==> src/rtl/dcache_pkg.sv <==
// Shared geometry, address-field positions and FSM encoding for the data cache controller.
package dcache_pkg;

  localparam int ADDR_W    = 32;
  localparam int WORD_W    = 32;
  localparam int TAG_W     = 22;
  localparam int INDEX_W   = 5;
  localparam int LINE_W    = 256;
  localparam int WSEL_W    = 3;
  localparam int OFFSET_W  = 5;

  // Address layout: tag = addr[31:10], index = addr[9:5], word select = addr[4:2]
  localparam int TAG_LSB   = 10;
  localparam int INDEX_LSB = 5;
  localparam int WSEL_LSB  = 2;

  typedef enum logic [1:0] {
    ST_IDLE   = 2'd0,
    ST_WB     = 2'd1,
    ST_REFILL = 2'd2,
    ST_FILL   = 2'd3
  } state_t;

  function automatic logic [ADDR_W-1:0] line_addr(input logic [TAG_W-1:0]   tag,
                                                  input logic [INDEX_W-1:0] index);
    return {tag, index, {OFFSET_W{1'b0}}};
  endfunction

endpackage

==> src/rtl/dcache_word_merge.sv <==
// Reads one 32-bit word out of a cache line and builds the same line with that word replaced.
module dcache_word_merge
  import dcache_pkg::*;
(
  input  logic [LINE_W-1:0] i_line,
  input  logic [WSEL_W-1:0] i_wsel,
  input  logic [WORD_W-1:0] i_wdata,
  output logic [WORD_W-1:0] o_rdata,
  output logic [LINE_W-1:0] o_line
);

  // Bit offset of the selected word: word select times 32.
  logic [WSEL_W+4:0] w_off;
  assign w_off = {i_wsel, 5'b00000};

  always_comb begin
    o_rdata = i_line[w_off +: WORD_W];
    o_line  = i_line;
    o_line[w_off +: WORD_W] = i_wdata;
  end

endmodule

==> src/rtl/dcache_controller.sv <==
// Direct-mapped data cache controller: tag compare, hit service, dirty writeback,
// line refill and the array update that finishes a miss.
module dcache_controller
  import dcache_pkg::*;
(
  input  logic               clock_i,
  input  logic               rst_i,
  input  logic [ADDR_W-1:0]  p1_addr_i,
  input  logic [WORD_W-1:0]  p1_data_i,
  input  logic               p1_MemRead_i,
  input  logic               p1_MemWrite_i,
  output logic [WORD_W-1:0]  p1_data_o,
  output logic               p1_stall_o,
  output logic               cache_enable_o,
  output logic               cache_write_o,
  output logic [INDEX_W-1:0] cache_index_o,
  output logic               cache_valid_o,
  output logic               cache_dirty_o,
  output logic [TAG_W-1:0]   cache_tag_o,
  output logic [LINE_W-1:0]  cache_data_o,
  input  logic               cache_valid_i,
  input  logic               cache_dirty_i,
  input  logic [TAG_W-1:0]   cache_tag_i,
  input  logic [LINE_W-1:0]  cache_data_i,
  output logic               mem_enable_o,
  output logic               mem_write_o,
  output logic [ADDR_W-1:0]  mem_addr_o,
  output logic [LINE_W-1:0]  mem_data_o,
  input  logic [LINE_W-1:0]  mem_data_i,
  input  logic               mem_ack_i,
  output state_t             o_dbg_state
);

  state_t              r_state;
  state_t              w_next;
  logic [TAG_W-1:0]    r_tag;
  logic [INDEX_W-1:0]  r_index;
  logic [LINE_W-1:0]   r_line;
  logic                r_ack_d;

  logic                w_req;
  logic                w_hit;
  logic                w_miss_start;
  logic [TAG_W-1:0]    w_tag;
  logic [INDEX_W-1:0]  w_index;
  logic [WSEL_W-1:0]   w_wsel;
  logic [WORD_W-1:0]   w_rd_word;
  logic [LINE_W-1:0]   w_merged;
  logic                w_mem_en;
  logic                w_mem_ack;
  logic                w_unused_addr_lsb;

  assign w_tag             = p1_addr_i[TAG_LSB +: TAG_W];
  assign w_index           = p1_addr_i[INDEX_LSB +: INDEX_W];
  assign w_wsel            = p1_addr_i[WSEL_LSB +: WSEL_W];
  assign w_unused_addr_lsb = ^p1_addr_i[WSEL_LSB-1:0];

  assign w_req        = p1_MemRead_i | p1_MemWrite_i;
  assign w_hit        = w_req && cache_valid_i && (cache_tag_i == w_tag);
  assign w_miss_start = (r_state == ST_IDLE) && w_req && !w_hit;

  // Memory handshake: mem_enable_o is a level request held until the one-cycle
  // mem_ack_i. An ack only counts while the request is raised, and the request
  // is withdrawn for the cycle after every accepted ack so a back-to-back
  // writeback/refill pair is seen by memory as two distinct requests.
  assign w_mem_en  = !rst_i && !r_ack_d &&
                     ((r_state == ST_WB) || (r_state == ST_REFILL));
  assign w_mem_ack = mem_ack_i && w_mem_en;

  assign o_dbg_state = r_state;

  dcache_word_merge u_word_merge (
    .i_line  (cache_data_i),
    .i_wsel  (w_wsel),
    .i_wdata (p1_data_i),
    .o_rdata (w_rd_word),
    .o_line  (w_merged)
  );

  always_ff @(posedge clock_i or posedge rst_i) begin
    if (rst_i) begin
      r_state <= ST_IDLE;
      r_tag   <= '0;
      r_index <= '0;
      r_line  <= '0;
      r_ack_d <= 1'b0;
    end else begin
      r_state <= w_next;
      r_ack_d <= w_mem_ack;
      // The miss address is captured so a request dropped mid-miss still completes.
      if (w_miss_start) begin
        r_tag   <= w_tag;
        r_index <= w_index;
      end
      if ((r_state == ST_REFILL) && w_mem_ack) begin
        r_line <= mem_data_i;
      end
    end
  end

  always_comb begin
    w_next         = r_state;
    p1_data_o      = '0;
    p1_stall_o     = 1'b0;
    cache_enable_o = 1'b0;
    cache_write_o  = 1'b0;
    cache_index_o  = '0;
    cache_valid_o  = 1'b0;
    cache_dirty_o  = 1'b0;
    cache_tag_o    = '0;
    cache_data_o   = '0;
    mem_enable_o   = w_mem_en;
    mem_write_o    = 1'b0;
    mem_addr_o     = '0;
    mem_data_o     = '0;

    if (!rst_i) begin
      case (r_state)
        ST_IDLE: begin
          cache_enable_o = w_req;
          cache_index_o  = w_index;
          if (w_hit) begin
            // A request with both strobes high is serviced as a store.
            if (p1_MemWrite_i) begin
              cache_write_o = 1'b1;
              cache_valid_o = 1'b1;
              cache_dirty_o = 1'b1;
              cache_tag_o   = w_tag;
              cache_data_o  = w_merged;
            end else begin
              p1_data_o = w_rd_word;
            end
          end else if (w_req) begin
            p1_stall_o = 1'b1;
            w_next     = cache_dirty_i ? ST_WB : ST_REFILL;
          end
        end

        ST_WB: begin
          p1_stall_o     = 1'b1;
          cache_enable_o = 1'b1;
          cache_index_o  = r_index;
          mem_write_o    = 1'b1;
          mem_addr_o     = line_addr(cache_tag_i, r_index);
          mem_data_o     = cache_data_i;
          if (w_mem_ack) begin
            w_next = ST_REFILL;
          end
        end

        ST_REFILL: begin
          p1_stall_o    = 1'b1;
          cache_index_o = r_index;
          mem_addr_o    = line_addr(r_tag, r_index);
          if (w_mem_ack) begin
            w_next = ST_FILL;
          end
        end

        ST_FILL: begin
          p1_stall_o     = 1'b1;
          cache_enable_o = 1'b1;
          cache_write_o  = 1'b1;
          cache_index_o  = r_index;
          cache_valid_o  = 1'b1;
          cache_dirty_o  = 1'b0;
          cache_tag_o    = r_tag;
          cache_data_o   = r_line;
          w_next         = ST_IDLE;
        end

        default: w_next = ST_IDLE;
      endcase
    end
  end

endmodule

==> config.mk <==
export PLATFORM = sky130hd
export DESIGN_NAME = dcache_controller
export DESIGN_NICKNAME = d
export VERILOG_FILES = /design/src/rtl/dcache_pkg.sv /design/src/rtl/dcache_word_merge.sv /design/src/rtl/dcache_controller.sv
export SDC_FILE = /design/constraint.sdc
export NUM_CORES = 1
export LEC_CHECK = 0
export CAP_MARGIN = 5
export CORE_AREA = 3 3 468 470
export DETAILED_ROUTE_END_ITERATION = 8
export DIE_AREA = 0 0 471 473
export GPL_ROUTABILITY_DRIVEN = 0
export PLACE_DENSITY_LB_ADDON = 0.05
export SLEW_MARGIN = 20
export SYNTH_ARGS = -nofsm -noshare
export SYNTH_HDL_FRONTEND = slang
export SYNTH_SLANG_ARGS = --single-unit
==> constraint.sdc <==
create_clock -name clock_i -period 23.2 [get_ports clock_i]
set_input_delay 4.64 -clock clock_i [delete_from_list [all_inputs] [get_ports clock_i]]
set_output_delay 4.64 -clock clock_i [all_outputs]
set_load 0.01 [all_outputs]
==> key figures, run 1 <==
Placement
  • HPWL after detailed placement: 173 mm
  • Placed instance area: roughly 37000 um2
  • Port buffer count: between 1000 and 1500

Run status
  • Status: complete, no violations

Worst setup path
  • Critical path class: in -> out
  • Startpoint types: input pin
  • Crit path arrival time: slightly below 10 ns
  • Peak per-stage delay on the critical path: between 0.7 and 0.8 ns
  • CP max stage cell: clkdlybuf4s50_1
  • Crit-path cells: clkdlybuf4s50_1 -> xor2_1 -> nor4_1 -> nand2_1 -> nor3_4 -> nand3_4 -> buf_4 -> buf_4 -> a2bb2oi_1 -> nor2_1 -> clkdlybuf4s50_1
  • Critical Path RT: between 15 and 20 ns
  • Crit-path max FO: 48
  • Kind of end point of the critical path: output pin

Yosys
  • Post-synthesis mux area share: between 20% and 30%
  • Post-synthesis compound-gate area fraction: between 15 and 20%
  • Number of synthesized register bits: around 290
  • Synth cell types: 38
  • Mean Syn Cell Area: about 8.9 um2
  • Largest family of logic cells by synthesized area: multiplexers
  • Post-Syn Instances: about 2500
  • Synth Area in Simple Gates: a little over a fifth
  • Number of synthesized flops with an enable pin: 0
  • Xor/xnor cell area share of the yosys netlist: 0.874%
  • Seq/Total Area, Yosys: approximately a third
  • YS warnings: 0
  • Post-synth ARST share: 100%
  • Leading register cell type out of synthesis: dfrtp_1
  • Synthesized area: approximately 22000 um2
  • Synth Area in Adders: 0.624%

Timing
  • Setup_tns: 0 ns
  • Slew HR: between 20 and 25%
  • Endpoints failing setup: 0
  • RSZ-0062 raised after global routing: no
  • Final Cycle Share: slightly above 60%
  • Fin crit period: about 14 ns
  • Pins Over Slew Limit: 0
  • Fmax: 70.2 MHz
  • Least-Margin Pin Slew: 1.19 ns
  • Final hold vios: 0
  • Worst Clk Skew: ~0.044 ns

Die
  • # IOs: ~1200
  • Core area: 215000 um2
  • Row cnt: 170
  • Starting Density: 10.3%
  • Die width: approximately 470 um
  • Die Y: approximately 470 um
  • Full die area: 223000 um2

Detailed routing
  • DRC viols: 0
  • Total wire length: approximately 220 mm
  • Antenna viol nets, final: 0
  • DRT iter0 DRCs: approximately 1100
  • Drt pass-1 iters: 5
  • Vias: between 20000 and 25000
  • DR vias/cell: ~3.9
  • DR WL/cell: around 35 um

Power and ir drop
  • Total Power: about 3400 uW
  • P_int: a little under 2000 uW
  • Switching share of power: 41.9%
  • Net Switching: about 1400 uW
  • Flop pwr share: 26.3%
  • Clock Power Share: between 20% and 30%
  • LEAKAGE: ~0.014 uW
  • VDD IR max: about 0.07 mV
  • P per Cell Area: 87.1 nW/um2
  • Comb pwr share: between 50 and 60%

Final layout
  • # nets final: roughly 4100
  • Share of layout cells above drive strength 1: between 10% and 20%
  • Area grow syn2layout: 76.3%
  • Most common cell after layout, fill and taps aside: clkdlybuf4s50_1
  • Most frequent cells in the layout: clkdlybuf4s50_1 (1206), nor2_1 (320), dfrtp_1 (286), mux2_2 (283), and2_1 (261)
  • Final instance area: 38900 um2

Global route
  • Tot GR Track Use: 19.3%
  • Largest net degree at the start of global routing: 131
  • GR Overflow Total: 0
  • First-pass GRT wire length: just under 300 mm
  • Initial antenna violation count: 66
  • Vias in the first global route: about 27000

Clocking
  • Clock Pin Slew Worst Setup and Hold Paths: roughly 0.060 ns
  • CTS tree: yes
  • H-tree level count: 2
  • Post-CTS setup buffer count: 0
  • Clock tree buffer depth: 3
  • CTS Buf Count: 50
  • Hold-fix buffers, CTS: 0
  • Clock Sinks: between 200 and 300
  • Clk_lat worst skew: 0.67 ns
  • Clock root buffer: clkbuf_16
  • Post-cts resize count: 0

Job
  • Max_cap viols: 0

Hold path
  • HP Class: reg -> reg
critical path: cells and delay by family:
family	cells	cell delay, ns
compound gates	1	0.23
simple gates	5	2.09
xor+xnor	1	0.19
buf+inv	4	2.29
layer usage:
layer / global-route usage [%] / routed length [um] / up-vias
li1: - / - / 11000
met1: 21.6 / 87400 / 12700
met2: 36.3 / 117000 / 934
met3: 5.59 / 14900 / 180
met4: 3.31 / 3620 / 46
met5: 0 / 303 / -
Yosys cell counts (2+ instances only):
master | instances | share of area [%]
nor2_1 | 321 | 5.5
dfrtp_1 | 286 | 32
mux2_2 | 283 | 14
and2_1 | 261 | 7.4
a21oi_1 | 227 | 5.2
a2bb2oi_1 | 224 | 8.9
nor3_1 | 193 | 4.4
clkbuf_1 | 186 | 3.2
nand2_1 | 107 | 1.8
a22oi_1 | 76 | 2.6
mux4_2 | 64 | 6.5
buf_2 | 55 | 1.2
mux2i_1 | 38 | 1.7
nand2b_1 | 34 | 0.96
o21ai_0 | 34 | 0.77
xor2_1 | 19 | 0.75
buf_1 | 12 | 0.20
ha_1 | 11 | 0.62
inv_1 | 7 | 0.12
buf_4 | 6 | 0.20
nand4_1 | 4 | 0.11
nor4_1 | 4 | 0.11
xnor2_1 | 3 | 0.12
nor2b_1 | 2 | 0.057
nor3b_1 | 2 | 0.068
nor4b_1 | 2 | 0.079
o22ai_1 | 2 | 0.057
worst paths after layout:
| check | startpoint | slack [ns] | cells past startpoint | endpoint |
|---|---|---|---|---|
| worst max-delay path | cache_tag_i[1] | 8.95 | 11 | cache_data_o[226] |
| worst min register to register | r_ack_d | 0.49 | 1 | r_ack_d |
| max in group asynchronous | rst_i | 15.88 | 4 | r_line[132] |
| worst max register to register | o_dbg_state[0] | 18.64 | 9 | r_line[6] |
| min in group asynchronous | rst_i | 5.08 | 2 | r_ack_d |
| worst min-delay path | r_ack_d | 0.49 | 1 | r_ack_d |
layout make-up:
class,instances,area (um2)
Multi-Input combinational cell,1925,13900
Inverter,8,37.5
Clock buffer,83,1580
Antenna cell,22,55.1
Fill cell,24100,176000
Clock inverter,10,50.0
Sequential cell,286,7160
Tap cell,2838,3550
Timing Repair Buffer,1255,12500
state kept, by name (all words and copies together) (netlist names):
name         flops
r_line         256
r_index          5
o_dbg_state      2
r_tag           22
r_ack_d          1
stage by stage:
| stage | std cells | setup WS, ns | hold slack, ns | util, % |
|---|---|---|---|---|
| floorplan | 2478 | 6.33 | 0.431 | - |
| global placement | 6312 | 8.74 | 0.482 | 17.3 |
| detailed placement | 6312 | 8.86 | 0.481 | 17.3 |
| CTS | 6405 | 8.80 | 0.492 | 18.1 |
| global route | 6408 | 8.68 | 0.514 | 18.1 |
| finish | 6427 | 8.95 | 0.486 | 18.1 |
cells by family after synthesis:
group / count (synthesis)
buffers and inverters: 267
adder cells (fa/ha/maj): 11
AND/OR/NAND/NOR: 937
flip-flops: 286
other: 1
multiplexers: 385
AO/OA/AOI/OAI: 565
XOR/XNOR: 22
power by group through the flow:
stage | Clock [uW] | Combinational [uW] | Sequential (uW)
after floorplan | 0 | 859 | 843
after global placement | 0 | 1760 | 894
after detailed placement | 0 | 1760 | 895
after CTS | 835 | 1760 | 888
after global routing | 846 | 1840 | 918
final | 790 | 1710 | 890
Note: power is estimated with default switching activity, not from simulation.
==> inputs of run 2 (changes only) <==
==> constraint.sdc (replaced) <==
create_clock -name clock_i -period 13.6 [get_ports clock_i]
set_input_delay 2.72 -clock clock_i [delete_from_list [all_inputs] [get_ports clock_i]]
set_output_delay 2.72 -clock clock_i [all_outputs]
set_load 0.01 [all_outputs]
==> run 2 against run 1 <==
  * Sequential power grew 71%
  * Clock skew shrank 0.016 ns
  * Die area is the same
  * Core utilization is essentially flat
  * Highest routed layer unchanged
  * Sequential share of layout area is essentially flat
==> key figures, run 2 (synthesis gave the netlist of run 1 again) <==
Run status
  • Status: complete, no violations

Worst setup path
  • CP max stage cell: clkdlybuf4s50_1
  • Peak per-stage delay on the critical path: about 0.66 ns
  • Crit-path max FO: 104
  • Worst reg2reg path depth: 9
  • Kind of end point of the critical path: output pin
  • Most used cell, CP: clkdlybuf4s50_1
  • Worst path bufs/invs: 3
  • Crit-path cells: clkdlybuf4s50_1 -> xor2_1 -> nor4_1 -> nand2_1 -> nor3_4 -> nand3_4 -> buf_12 -> a2bb2oi_1 -> nor2_1 -> clkdlybuf4s50_1
  • Crit path depth: 10
  • Crit path arrival time: about 7.3 ns
  • Critical path class: in -> out
  • Critical Path RT: between 10 and 15 ns
  • Startpoint types: input pin
  • Flop2flop setup slack: between 9 and 10 ns
  • Top cell family by delay on the critical path: simple AND/OR/NAND/NOR gates

Detailed routing
  • DRC viols: 0
  • Antenna viol nets, final: 0
  • DR WL/cell: 34.8 um
  • Total wire length: roughly 220 mm
  • Vias: about 25000
  • DRT iter0 DRCs: between 1000 and 1500
  • Drt pass-1 iters: 5
  • DR vias/cell: about 3.9

Global route
  • First-pass GRT wire length: ~290 mm
  • Largest net degree at the start of global routing: approximately 130
  • GR Overflow Total: 0
  • Initial antenna violation count: 72
  • Vias in the first global route: between 20000 and 30000
  • Tot GR Track Use: roughly 19%

Final layout
  • Fillers: around 24000
  • Top flop regs: r_line x256, r_tag x22, r_index x5
  • Area grow syn2layout: 76.8%
  • Biggest register: r_line
  • Most common cell after layout, fill and taps aside: clkdlybuf4s50_1
  • # nets final: 4146
  • Share of layout cells above drive strength 1: between 10% and 20%
  • Max FFs per register: 256
  • Most frequent cells in the layout: clkdlybuf4s50_1 (1206), nor2_1 (320), dfrtp_1 (286), mux2_2 (283), and2_1 (261)

Placement
  • HPWL after detailed placement: around 170 mm
  • Port buffer count: between 1000 and 1500
  • Pre-CTS setup slack: 3.63 ns

Die
  • Row cnt: 170
  • Full die area: roughly 220000 um2
  • Die Y: 473 um
  • Die width: between 400 and 500 um
  • Starting Density: 10.3%
  • # IOs: around 1200
  • Core area: ~210000 um2

Timing
  • Fmax: 100 MHz
  • Setup_tns: 0 ns
  • Pins Over Slew Limit: 0
  • Min Hold Slack: between 0.4 and 0.5 ns
  • Setup ws final: 3.61 ns
  • Least-Margin Pin Slew: 1.11 ns
  • RSZ-0062 raised after global routing: no
  • Final hold vios: 0
  • Endpoints failing setup: 0
  • Fin crit period: between 9 and 10 ns
  • Slew HR: between 20% and 30%
  • Worst Clk Skew: 0.0281 ns
  • Final Cycle Share: 73.5%

Power and ir drop
  • Net Switching: ~2400 uW
  • Comb pwr share: 50.1%
  • LEAKAGE: about 0.014 uW
  • Switching share of power: between 40% and 50%
  • VDD IR max: between 0.1 and 0.15 mV
  • Clock Power Share: 23.9%
  • Flop pwr share: 26.1%
  • P per Cell Area: 150 nW/um2
  • P_int: 3410 uW

Clocking
  • Post-cts resize count: 0
  • Clock Sinks: between 200 and 300
  • Clock root buffer: clkbuf_16
  • Clock tree buffer depth: 3
  • Post-CTS setup buffer count: 0
  • Hold-fix buffers, CTS: 0
  • CTS tree: yes
  • H-tree level count: 2
  • Clk_lat worst skew: approximately 0.65 ns
  • CTS Buf Count: approximately 50
  • Clock Pin Slew Worst Setup and Hold Paths: roughly 0.06 ns

Hold path
  • HP Class: reg -> reg
  • Hold depth: 1

Job
  • Max_cap viols: 0
[run 2: cell types whose count changed in the layout (fill, tap and decap cells not counted), sizes merged]
| cell | delta |
|---|---|
| inv | +1 |
| clkinv | -8 |
| bufinv | +3 |
| clkbuf | -2 |
| buf | +5 |
[run 2: power groups by stage]
stage               registers, uW  logic, uW  clock network [uW]
finish                       1520       2920                1390
global route                 1570       3140                1480
CTS                          1520       3020                1470
detailed placement           1530       3010                   0
global placement             1530       3010                   0
floorplan                    1440       1470                   0
[run 2: metal layers]
| layer | up-vias | global-route usage [%] | routed length (um) | part of all wire [%] |
|---|---|---|---|---|
| li1 | 11100 | - | - | - |
| met1 | 12700 | 21.8 | 87300 | 39 |
| met2 | 924 | 36.4 | 118000 | 53 |
| met3 | 194 | 5.54 | 14900 | 6.7 |
| met4 | 50 | 3.35 | 3730 | 1.7 |
| met5 | - | 0 | 361 | 0.16 |
[run 2: worst paths after layout]
kind / from / endpoint
worst max-delay path: cache_tag_i[1] / cache_data_o[114]
worst min-delay path: r_ack_d / r_ack_d
worst max register to register: o_dbg_state[0] / r_line[175]
worst min register to register: r_ack_d / r_ack_d
max in group asynchronous: rst_i / r_line[244]
min in group asynchronous: rst_i / r_line[125]
[run 2: final cells by class]
type	count	area, um2	area share [%]
Antenna cell	22	55.1	0.141
Clock buffer	81	1570	4.03
Clock inverter	6	109	0.279
Inverter	8	37.5	0.0963
Multi-Input combinational cell	1925	13900	35.8
Sequential cell	286	7160	18.4
Tap cell	2838	3550	9.11
Timing Repair Buffer	1260	12600	32.2
[run 2: through the flow]
step / total power (uW) / util [%] / std cells / instance area [um2]
2_1_floorplan: 2900 / - / 2478 / 22100
3_3_place_gp: 4530 / 17.3 / 6317 / 37200
3_5_place_dp: 4540 / 17.3 / 6317 / 37200
4_1_cts: 6000 / 18.1 / 6404 / 38900
5_1_grt: 6190 / 18.1 / 6407 / 38900
6_report: 5830 / 18.1 / 6426 / 39000
==> inputs of run 3 (changes only) <==
--- a/config.mk
+++ b/config.mk
@@ -6,9 +6,9 @@
 export NUM_CORES = 1
 export LEC_CHECK = 0
 export CAP_MARGIN = 5
-export CORE_AREA = 3 3 468 470
+export CORE_AREA = 3 3 479 481
 export DETAILED_ROUTE_END_ITERATION = 8
-export DIE_AREA = 0 0 471 473
+export DIE_AREA = 0 0 482 484
 export GPL_ROUTABILITY_DRIVEN = 0
 export PLACE_DENSITY_LB_ADDON = 0.05
 export SLEW_MARGIN = 20
==> constraint.sdc (replaced) <==
create_clock -name clock_i -period 8.8 [get_ports clock_i]
set_input_delay 1.76 -clock clock_i [delete_from_list [all_inputs] [get_ports clock_i]]
set_output_delay 1.76 -clock clock_i [all_outputs]
set_load 0.01 [all_outputs]
==> run 3 against run 2 <==
  * Core utilization fell by 0.64 points
  * Cell area rose by 1.1%
  * Combinational power rose by 55%
  * Register-to-register slack got worse by 4.3 ns
  * Via count fell by 0.22%
  * Sequential share of layout area fell by 0.20 points
  * Non-clock buffer count rose by 23
  * Global-route usage fell by 0.96 points
  * Largest power group unchanged
  * Highest routed layer unchanged
==> key figures, run 3 (synthesis gave the netlist of run 1 again) <==
Global route
  • GR Overflow Total: 0
  • Tot GR Track Use: between 15 and 20%
  • Largest net degree at the start of global routing: between 100 and 150
  • Initial antenna violation count: 72
  • First-pass GRT wire length: around 290 mm
  • Vias in the first global route: roughly 27000

Worst setup path
  • Kind of end point of the critical path: output pin
  • Top cell family by delay on the critical path: simple AND/OR/NAND/NOR gates
  • CP max stage cell: clkdlybuf4s50_1
  • Startpoint types: input pin
  • Worst path bufs/invs: 3
  • Critical Path RT: 7.04 ns
  • Most used cell, CP: clkdlybuf4s50_1
  • Peak per-stage delay on the critical path: roughly 0.7 ns
  • Critical path class: in -> out
  • Crit path arrival time: approximately 6.1 ns
  • Crit-path cells: clkdlybuf4s50_1 -> xor2_1 -> nor4_1 -> nand2_1 -> nor3_4 -> nand3_4 -> buf_12 -> a2bb2oi_1 -> nor2_1 -> clkdlybuf4s50_1
  • Crit-path max FO: 97

Detailed routing
  • DR WL/cell: around 34 um
  • Met2 WL: roughly 120 mm
  • Total wire length: roughly 220 mm
  • Routed metal-1 wirelength: 87.7 mm
  • DRT iter0 DRCs: 1177
  • Met3 Wirelength: ~16 mm
  • Top Metal Used: met5
  • Drt pass-1 iters: 5
  • DR vias/cell: roughly 3.8
  • Vias: around 25000
  • Antenna viol nets, final: 0
  • DRC viols: 0

Clocking
  • H-tree level count: 2
  • Clk_lat worst skew: 0.66 ns
  • Clock root buffer: clkbuf_16
  • Post-cts resize count: 0
  • CTS tree: yes
  • Clock tree buffer depth: 3
  • Hold-fix buffers, CTS: 0
  • CTS Buf Count: 51
  • Clock Sinks: approximately 290
  • Post-CTS setup buffer count: 0
  • Clock Pin Slew Worst Setup and Hold Paths: roughly 0.05 ns

Final layout
  • Share of layout cells above drive strength 1: ~15%
  • Area grow syn2layout: 78.7%
  • Final instance area: 39400 um2
  • # nets final: between 4000 and 5000
  • Top flop regs: r_line x256, r_tag x22, r_index x5
  • Non-filler cells, final: between 6000 and 7000
  • Register Area: between 7000 and 8000 um2
  • Most common cell after layout, fill and taps aside: clkdlybuf4s50_1
  • Biggest register: r_line
  • Post-layout util: about 18%
  • Fillers: roughly 25000
  • Most frequent cells in the layout: clkdlybuf4s50_1 (1206), nor2_1 (320), dfrtp_1 (286), mux2_2 (283), and2_1 (261)
  • Max FFs per register: around 260
  • Area of the multi-input gates: around 14000 um2

Timing
  • Slew HR: ~18%
  • Pins Over Slew Limit: 0
  • Fmax: 127 MHz
  • Least-Margin Pin Slew: 1.23 ns
  • Final hold vios: 0
  • Endpoints failing setup: 0
  • Worst Clk Skew: ~0.022 ns
  • Fin crit period: a little under 8 ns
  • Final Cycle Share: 89.6%
  • Min Hold Slack: a little under 0.5 ns
  • RSZ-0062 raised after global routing: no

Job
  • Max_cap viols: 0

Run status
  • Status: complete, no violations

Power and ir drop
  • LEAKAGE: about 0.014 uW
  • VDD IR max: about 0.16 mV
  • Total Power: 8970 uW
  • P per Cell Area: between 200 and 250 nW/um2

Die
  • Die width: between 400 and 500 um
  • Die Y: 484 um
  • Row cnt: around 170
  • Core area: ~230000 um2
  • Starting Density: 9.80%
  • Full die area: about 230000 um2
  • # IOs: ~1200

Placement
  • HPWL after detailed placement: around 180 mm
  • Port buffer count: ~1200
  • Placed cell count: between 6000 and 7000
  • Placed instance area: around 38000 um2

Hold path
  • HP Class: reg -> reg
## run 3: stage by stage
stage                     TNS [ns]  setup WS (ns)
final                            0          0.917
after global placement           0           1.04
after detailed placement         0           1.02
after CTS                        0           1.01
after floorplan             -16.65         -0.536
after global routing             0          0.936
## run 3: final timing paths
check | slack [ns] | cells after the start | from | end
worst max register to register | 5.06 | 8 | o_dbg_state[0] | r_line[236]
min in group asynchronous | 2.18 | 2 | rst_i | r_line[126]
worst max-delay path | 0.92 | 10 | cache_tag_i[18] | cache_data_o[199]
worst min-delay path | 0.50 | 1 | r_ack_d | r_ack_d
max in group asynchronous | 3.95 | 5 | rst_i | r_line[239]
worst min register to register | 0.50 | 1 | r_ack_d | r_ack_d
## run 3: per-layer routing
layer	vias to the layer above	GRT usage, %
met5	-	0
met4	46	2.79
met3	173	5.42
met2	931	34.3
met1	12600	20.8
li1	11100	-
## run 3: layout make-up
type	instances	area share, %
Antenna cell	29	0.184
Clock buffer	78	3.96
Clock inverter	6	0.140
Inverter	8	0.0857
Multi-Input combinational cell	1925	35.4
Sequential cell	286	18.2
Tap cell	2992	9.50
Timing Repair Buffer	1283	32.5
## run 3: power breakdown
part | leakage, uW | internal (uW) | switching (uW) | total (uW)
Combinational | 0.00997 | 2060 | 2460 | 4520
Sequential | 0.00349 | 1970 | 391 | 2360
Clock | 0.000801 | 1230 | 870 | 2100
Total | 0.0143 | 5260 | 3720 | 8970
